File: config.mk
export PLATFORM = sky130hd
export DESIGN_NAME = mdu_divider
export DESIGN_NICKNAME = d
export VERILOG_FILES = /design/src/rtl/mdu_divider_pkg.sv /design/src/rtl/mdu_divider.sv
export SDC_FILE = /design/constraint.sdc
export NUM_CORES = 1
export LEC_CHECK = 0
export CAP_MARGIN = 20
export CORE_UTILIZATION = 52
export DETAILED_ROUTE_END_ITERATION = 8
export PLACE_DENSITY = 0.83
export SYNTH_ARGS = -nofsm -noshare
export SYNTH_HDL_FRONTEND = slang
export SYNTH_SLANG_ARGS = --single-unit
export TNS_END_PERCENT = 5
File: constraint.sdc
create_clock -name clk -period 9.32 [get_ports clk]
set_clock_uncertainty 0.15 [all_clocks]
set_input_delay 1.864 -clock clk [delete_from_list [all_inputs] [get_ports clk]]
set_output_delay 1.864 -clock clk [all_outputs]
set_load 0.01 [all_outputs]
File: src/rtl/mdu_divider_pkg.sv
// Shared encodings for the mult/div unit.
// Op codes are common to the multiplier and divider.
package mdu_divider_pkg;

  localparam logic [1:0] DIV_OP_SIGNED   = 2'b10;
  localparam logic [1:0] DIV_OP_UNSIGNED = 2'b01;

  localparam logic [1:0] DIV_IDLE = 2'b00;
  localparam logic [1:0] DIV_CALC = 2'b01;
  localparam logic [1:0] DIV_FIX  = 2'b10;

endpackage

File: src/rtl/mdu_divider.sv
// Radix-2 restoring divider, one quotient bit per cycle.
// Magnitudes are divided, signs are fixed up in a final cycle.
module mdu_divider
  import mdu_divider_pkg::*;
#(
  parameter int DATA_W = 32,
  parameter int CNT_W  = 5
) (
  input  logic                  clk,
  input  logic                  resetn,
  input  logic [1:0]            div_op,
  input  logic [DATA_W-1:0]     dividend,
  input  logic [DATA_W-1:0]     divisor,
  output logic [2*DATA_W-1:0]   result,
  output logic                  done
);

  function automatic logic [DATA_W-1:0] neg(
    input logic [DATA_W-1:0] v
  );
    return {DATA_W{1'b0}} - v;
  endfunction

  logic [1:0]          state_q, state_d;
  logic [CNT_W-1:0]    cnt_q, cnt_d;
  logic [DATA_W-1:0]   dvd_q, dvd_d;
  logic [DATA_W-1:0]   dsr_q, dsr_d;
  logic [DATA_W-1:0]   rem_q, rem_d;
  logic [DATA_W-1:0]   quo_q, quo_d;
  logic [DATA_W-1:0]   orig_q, orig_d;
  logic                q_neg_q, q_neg_d;
  logic                r_neg_q, r_neg_d;
  logic                dbz_q, dbz_d;
  logic [2*DATA_W-1:0] result_q, result_d;
  logic                done_q, done_d;

  logic                sgn;
  logic [DATA_W:0]     shifted;
  logic [DATA_W:0]     trial;
  logic [DATA_W-1:0]   q_fix;
  logic [DATA_W-1:0]   r_fix;

  always_comb begin
    state_d  = state_q;
    cnt_d    = cnt_q;
    dvd_d    = dvd_q;
    dsr_d    = dsr_q;
    rem_d    = rem_q;
    quo_d    = quo_q;
    orig_d   = orig_q;
    q_neg_d  = q_neg_q;
    r_neg_d  = r_neg_q;
    dbz_d    = dbz_q;
    result_d = result_q;
    done_d   = done_q;
    sgn      = (div_op == DIV_OP_SIGNED);
    shifted  = {rem_q, dvd_q[DATA_W-1]};
    trial    = shifted - {1'b0, dsr_q};
    q_fix    = q_neg_q ? neg(quo_q) : quo_q;
    r_fix    = r_neg_q ? neg(rem_q) : rem_q;

    case (state_q)
      DIV_IDLE: begin
        if (div_op == DIV_OP_SIGNED ||
            div_op == DIV_OP_UNSIGNED) begin
          dvd_d   = (sgn && dividend[DATA_W-1])
                    ? neg(dividend) : dividend;
          dsr_d   = (sgn && divisor[DATA_W-1])
                    ? neg(divisor) : divisor;
          q_neg_d = sgn &
                    (dividend[DATA_W-1] ^ divisor[DATA_W-1]);
          r_neg_d = sgn & dividend[DATA_W-1];
          dbz_d   = (divisor == '0);
          orig_d  = dividend;
          rem_d   = '0;
          quo_d   = '0;
          cnt_d   = '0;
          done_d  = 1'b0;
          state_d = DIV_CALC;
        end
      end
      DIV_CALC: begin
        // trial[MSB] set means the subtract borrowed
        if (!trial[DATA_W]) begin
          rem_d = trial[DATA_W-1:0];
          quo_d = {quo_q[DATA_W-2:0], 1'b1};
        end else begin
          rem_d = shifted[DATA_W-1:0];
          quo_d = {quo_q[DATA_W-2:0], 1'b0};
        end
        dvd_d = {dvd_q[DATA_W-2:0], 1'b0};
        cnt_d = cnt_q + CNT_W'(1);
        if (cnt_q == CNT_W'(DATA_W-1))
          state_d = DIV_FIX;
      end
      DIV_FIX: begin
        if (dbz_q)
          result_d = {orig_q, {DATA_W{1'b1}}};
        else
          result_d = {r_fix, q_fix};
        done_d  = 1'b1;
        state_d = DIV_IDLE;
      end
      default: begin
        state_d = DIV_IDLE;
        done_d  = 1'b1;
      end
    endcase
  end

  always_ff @(posedge clk or negedge resetn) begin
    if (!resetn) begin
      state_q  <= DIV_IDLE;
      cnt_q    <= '0;
      dvd_q    <= '0;
      dsr_q    <= '0;
      rem_q    <= '0;
      quo_q    <= '0;
      orig_q   <= '0;
      q_neg_q  <= 1'b0;
      r_neg_q  <= 1'b0;
      dbz_q    <= 1'b0;
      result_q <= '0;
      done_q   <= 1'b1;
    end else begin
      state_q  <= state_d;
      cnt_q    <= cnt_d;
      dvd_q    <= dvd_d;
      dsr_q    <= dsr_d;
      rem_q    <= rem_d;
      quo_q    <= quo_d;
      orig_q   <= orig_d;
      q_neg_q  <= q_neg_d;
      r_neg_q  <= r_neg_d;
      dbz_q    <= dbz_d;
      result_q <= result_d;
      done_q   <= done_d;
    end
  end

  assign result = result_q;
  assign done   = done_q;

endmodule
# Word level (Yosys, flattened, before mapping)
# Index checks and enable logic that the tools add are counted.
# word_totals
register_bits,235
in_bits,68
output_inout_bits,65
wordCells,58
# classes
n_addsub,6
eq_ne,7
n_mux,19
n_bitwise,4
reduce_logical,10
# op_table
op,n
32-bit two-way mux,7
32-bit case mux with 2 select lines,3
"1-bit by 32-bit subtractor with 32-bit output, first input constant",4
64-bit two-way mux,1
33-bit by 32-bit subtractor with 33-bit output,1
32-bit zero test,1
5-bit case mux with 2 select lines,1
2-bit AND reduction,4
"5-bit by 1-bit adder with 5-bit output, second input constant",1
"5-bit == test, second input constant",1
5-bit two-way mux,1
"2-bit by 1-bit == test with 1-bit output, second input constant",2
"2-bit == test, second input constant",2
2-bit two-way mux,2
"2-bit inequality test, second input constant",2
2-bit case mux with 2 select lines,1
1-bit bitwise AND,2
1-bit logical AND,2
2-bit zero test,1
1-bit two-way mux,2
1-bit case mux with 2 select lines,1
2-bit nonzero test,1
1-bit logical OR,1
1-bit NOT,1
1-bit bitwise XOR,1

# Longest topological paths before layout
# logic_depth
depth_word,5
depth_mapped,13
ltp_nobuf,12

# Worst setup path after synthesis
# OpenSTA, ideal clock, no wires.
# synth_timing
path_kind,input port to flip-flop
startpoint,input dividend[8]
endpoint,register dvd_q[29]
setup_time_ns,0.134
arrival_ns,3.633
setup_slack_ns,5.403
stages,8
path_buffers,0
path_cell_list,nor3_1 -> nand3b_1 -> nor3b_1 -> nand2_1 -> or3_1 -> o41ai_1 -> xor2_1 -> o21ai_0
# synth_between
elab_chain_len,4
# synth_rtl
item,line,source
from (decl),mdu_divider.sv:12,"input logic [DATA_W-1:0] dividend,"
1-bit by 32-bit subtractor with 32-bit output,mdu_divider.sv:21,return {DATA_W{1'b0}} - v;
32-bit two-way mux,mdu_divider.sv:67,? neg(dividend) : dividend;
32-bit two-way mux,mdu_divider.sv:64,if (div_op == DIV_OP_SIGNED ||
32-bit case mux with 2 select lines,mdu_divider.sv:62,case (state_q)
to (signal assigned),mdu_divider.sv:128,dvd_q <= dvd_d;
to (decl),mdu_divider.sv:26,"logic [DATA_W-1:0] dvd_q, dvd_d;"
# Every way passes these cells. The select of a mux whose other input is x is not followed.
# A chain may end at the register's enable or synchronous reset.

# Worst setup path in the final report
# layout_timing
startpoint,input dividend[4]
endpoint,register dvd_q[27]
# The elaborated chain is that of the path after synthesis.

==> metrics.cfg <==
[status]
status=finished clean

[placed_design]
io_buffers=132
hpwl_mm=23.7
dp.cells=2022
place.gp.congestion=0.892

[clock_tree]
cts_buffer_depth=3
clkTransAtPathRegs_ns=0.06
cts.sinks=235
insertion_delay_ns=0.52
cts_tree=yes
htree_levels=1
numCtsBuffers=26
post_cts_resized=0
holdBufCountCts=0
post_cts_buffers=0
clock-root-buffer=clkbuf_16

[global_routing]
antenna_found_initial=0
track_usage_pct=25.8
grt_pass1_wl_mm=57.0
grt_max_degree=105
grt_pass1_vias=11700
grt.overflow.total=0

[detailed_routing]
drt_iter0_drc=900
wl_met1_mm=13.7
wl_mm=34.2
routed-wl-met3_mm=1.72
maxUsedRoutingLayer=met4
drc=0
vias=12200
avgRoutedWirePerCell_um=16.5
first_pass_iters=5
vias_per_cell=5.89
ant_nets=0
met2_length_mm=17.7

[sta]
max_freq_mhz=223
worst_pin_slew_ns=1.08
drv_slew=0
relSlewSlack_pct=28.0
fin_crit_ns=4.49
post-route-period-util_pct=48.2
hold_violations=0
fin_setup_tns_ns=0
setup_viol=0
rsz0062_at_grt=no
holdWs_ns=0.325

[floorplan]
core_area_um2=26100
fp.dieW_um=165
ioPinCount=133
start_util_pct=52.9
placementRows=59
dieArea_um2=27200
die_h_um=165

[synthesis]
yosys-top-cells-area=dfrtp_1, nand2_1, o21ai_0
yosysUniqueCellTypes=58
synthCells=1636
netlist.area_leader.share_pct=42.5
synth_area_um2=13800
synth-async-reset-ratio_pct=100
yosysSeqAreaShare_pct=42.7
yosysWarnings=0
synth_area_leader_cell=dfrtp_1
synth-edff-count=0
yosysMostFrequentCell=nand2_1
yosys-top-cells-count=nand2_1, dfrtp_1, o21ai_0, a21oi_1, nor2_1
syn_nets=1744
synth_area_per_cell_um2=8.42
ys.flop_type=dfrtp_1
synth_seq_cells=235

[setup_path]
r2r-start=dvd_q[31]
cp-start-kind=primary input
arrival_ns=4.68
crit_chain=clkdlybuf4s50_1 > nor3_1 > nand3b_1 > nor3b_1 > nand2_1 > or3_1 > o21ai_0 > xor2_1 > o21ai_0
rr_endpoint=rem_q[2]
cpMostUsedCell=o21ai_0
end_kind=register
path_max_fanout=5
crit_type=in2reg
cp_slowest_cell=nor3b_1
cpPeakStageDelay_ns=0.57
cp.required_ns=9.51
rr_worst_depth=13
regToRegSetupSlack_ns=5.11

[cells_and_area]
drive_above_1_share_pct=4.38
nNetsFinal=1824
regArea_um2=5880
diodes=0
fillCellCount=2197
multi_input_area_um2=7370
syn2layout_area_growth_pct=17.6
final_core_util_pct=62.2
stdcell_count=2071

[min_path]
hp-start=dsr_q[25]
whs_path_depth=2
holdPathEnd=dsr_q[25]
hold_class=reg2reg

[power_and_ir_drop]
p_leak_uw=0.00710
peakVddDrop_v=0.000351
power_density_nw_per_um2=384
power_uw=6220

[job]
drv_cap=0

## report_power, final
part | switching, µW | leakage (µW) | internal, µW
clock network | 411 | 0.000428 | 625
registers | 442 | 0.00276 | 1440
logic | 1900 | 0.00391 | 1400
## per-stage QoR
step | instance area [µm²] | setup slack [ns]
after global placement | 15300 | 4.47
after detailed placement | 15300 | 4.38
after CTS | 16200 | 4.92
after global routing | 16200 | 4.62
final | 16200 | 4.83
after floorplan | 13800 | 5.40
## cell type report
type | count | area share (%)
multi-input cells | 1252 | 45.5
flip-flops and latches | 235 | 36.3
repair buffers | 145 | 8.91
clock buffers | 38 | 4.73
well taps | 335 | 2.59
inverters | 56 | 1.30
clock inverters | 10 | 0.649
## flip-flops by register name (all words and copies together), names as in the netlist
| signal | cells |
|---|---|
| done | 1 |
| q_neg_q | 1 |
| result | 64 |
| dsr_q | 32 |
| state_q | 2 |
| dvd_q | 32 |
| orig_q | 32 |
| r_neg_q | 1 |
| dbz_q | 1 |
| rem_q | 32 |
| quo_q | 32 |
| cnt_q | 5 |
## worst max-delay path: cells and delay by family
| kind | cells | cell delay (ns) |
|---|---|---|
| xor gates and xnor gates | 1 | 0.17 |
| buffers and inverters | 1 | 0.49 |
| and+or+nand+nor | 5 | 1.72 |
| AOI/OAI and AO/OA | 2 | 0.42 |
## cell usage in the layout (no fill, tap or decap), drive strengths merged, types with 3 or more instances in the layout
cell / instances
a21o: 11
o41ai: 17
or4: 16
buf: 14
and3: 12
and2: 8
nand4: 7
xor2: 82
nor3b: 3
or2: 3
o21a: 3
o22ai: 3
nand2: 305
nor3: 28
a21oi: 122
o21bai: 4
ha: 39
or3: 13
a31oi: 15
o211ai: 9
a22oi: 24
o31ai: 26
nor2: 109
o21ai: 178
a221o: 5
clkinv: 6
dfrtp: 234
mux2i: 30
nor4: 5
inv: 56
nand3: 70
xnor2: 66
clkbuf: 38
nor2b: 7
nand2b: 17
clkdlybuf4s50: 131
## worst max path at each step
stage,slack [ns],end,cells past startpoint,startpoint
finish,4.83,dvd_q[27],9,dividend[4]
global route,4.62,dsr_q[30],10,divisor[1]
CTS,4.92,dsr_q[30],10,divisor[1]
detailed placement,4.38,dsr_q[30],10,divisor[1]
global placement,4.47,dsr_q[2],6,div_op[0]
floorplan,5.40,dvd_q[29],8,dividend[8]
## per-layer routing
layer / vias up / track usage [%]
li1: 5837 / -
met1: 5867 / 31.7
met2: 395 / 46.5
met3: 92 / 3.09
met4: 0 / 8.72
met5: - / 0
## cells by family after synthesis
group / synth area share (%)
and+or+nand+nor: 19.6
AOI/OAI and AO/OA: 18.3
DFF: 42.7
buffers and inverters: 4.08
xor gates and xnor gates: 9.46
adders and majority gates: 3.69
muxes: 2.18
Power figures use the tool's default switching activity.
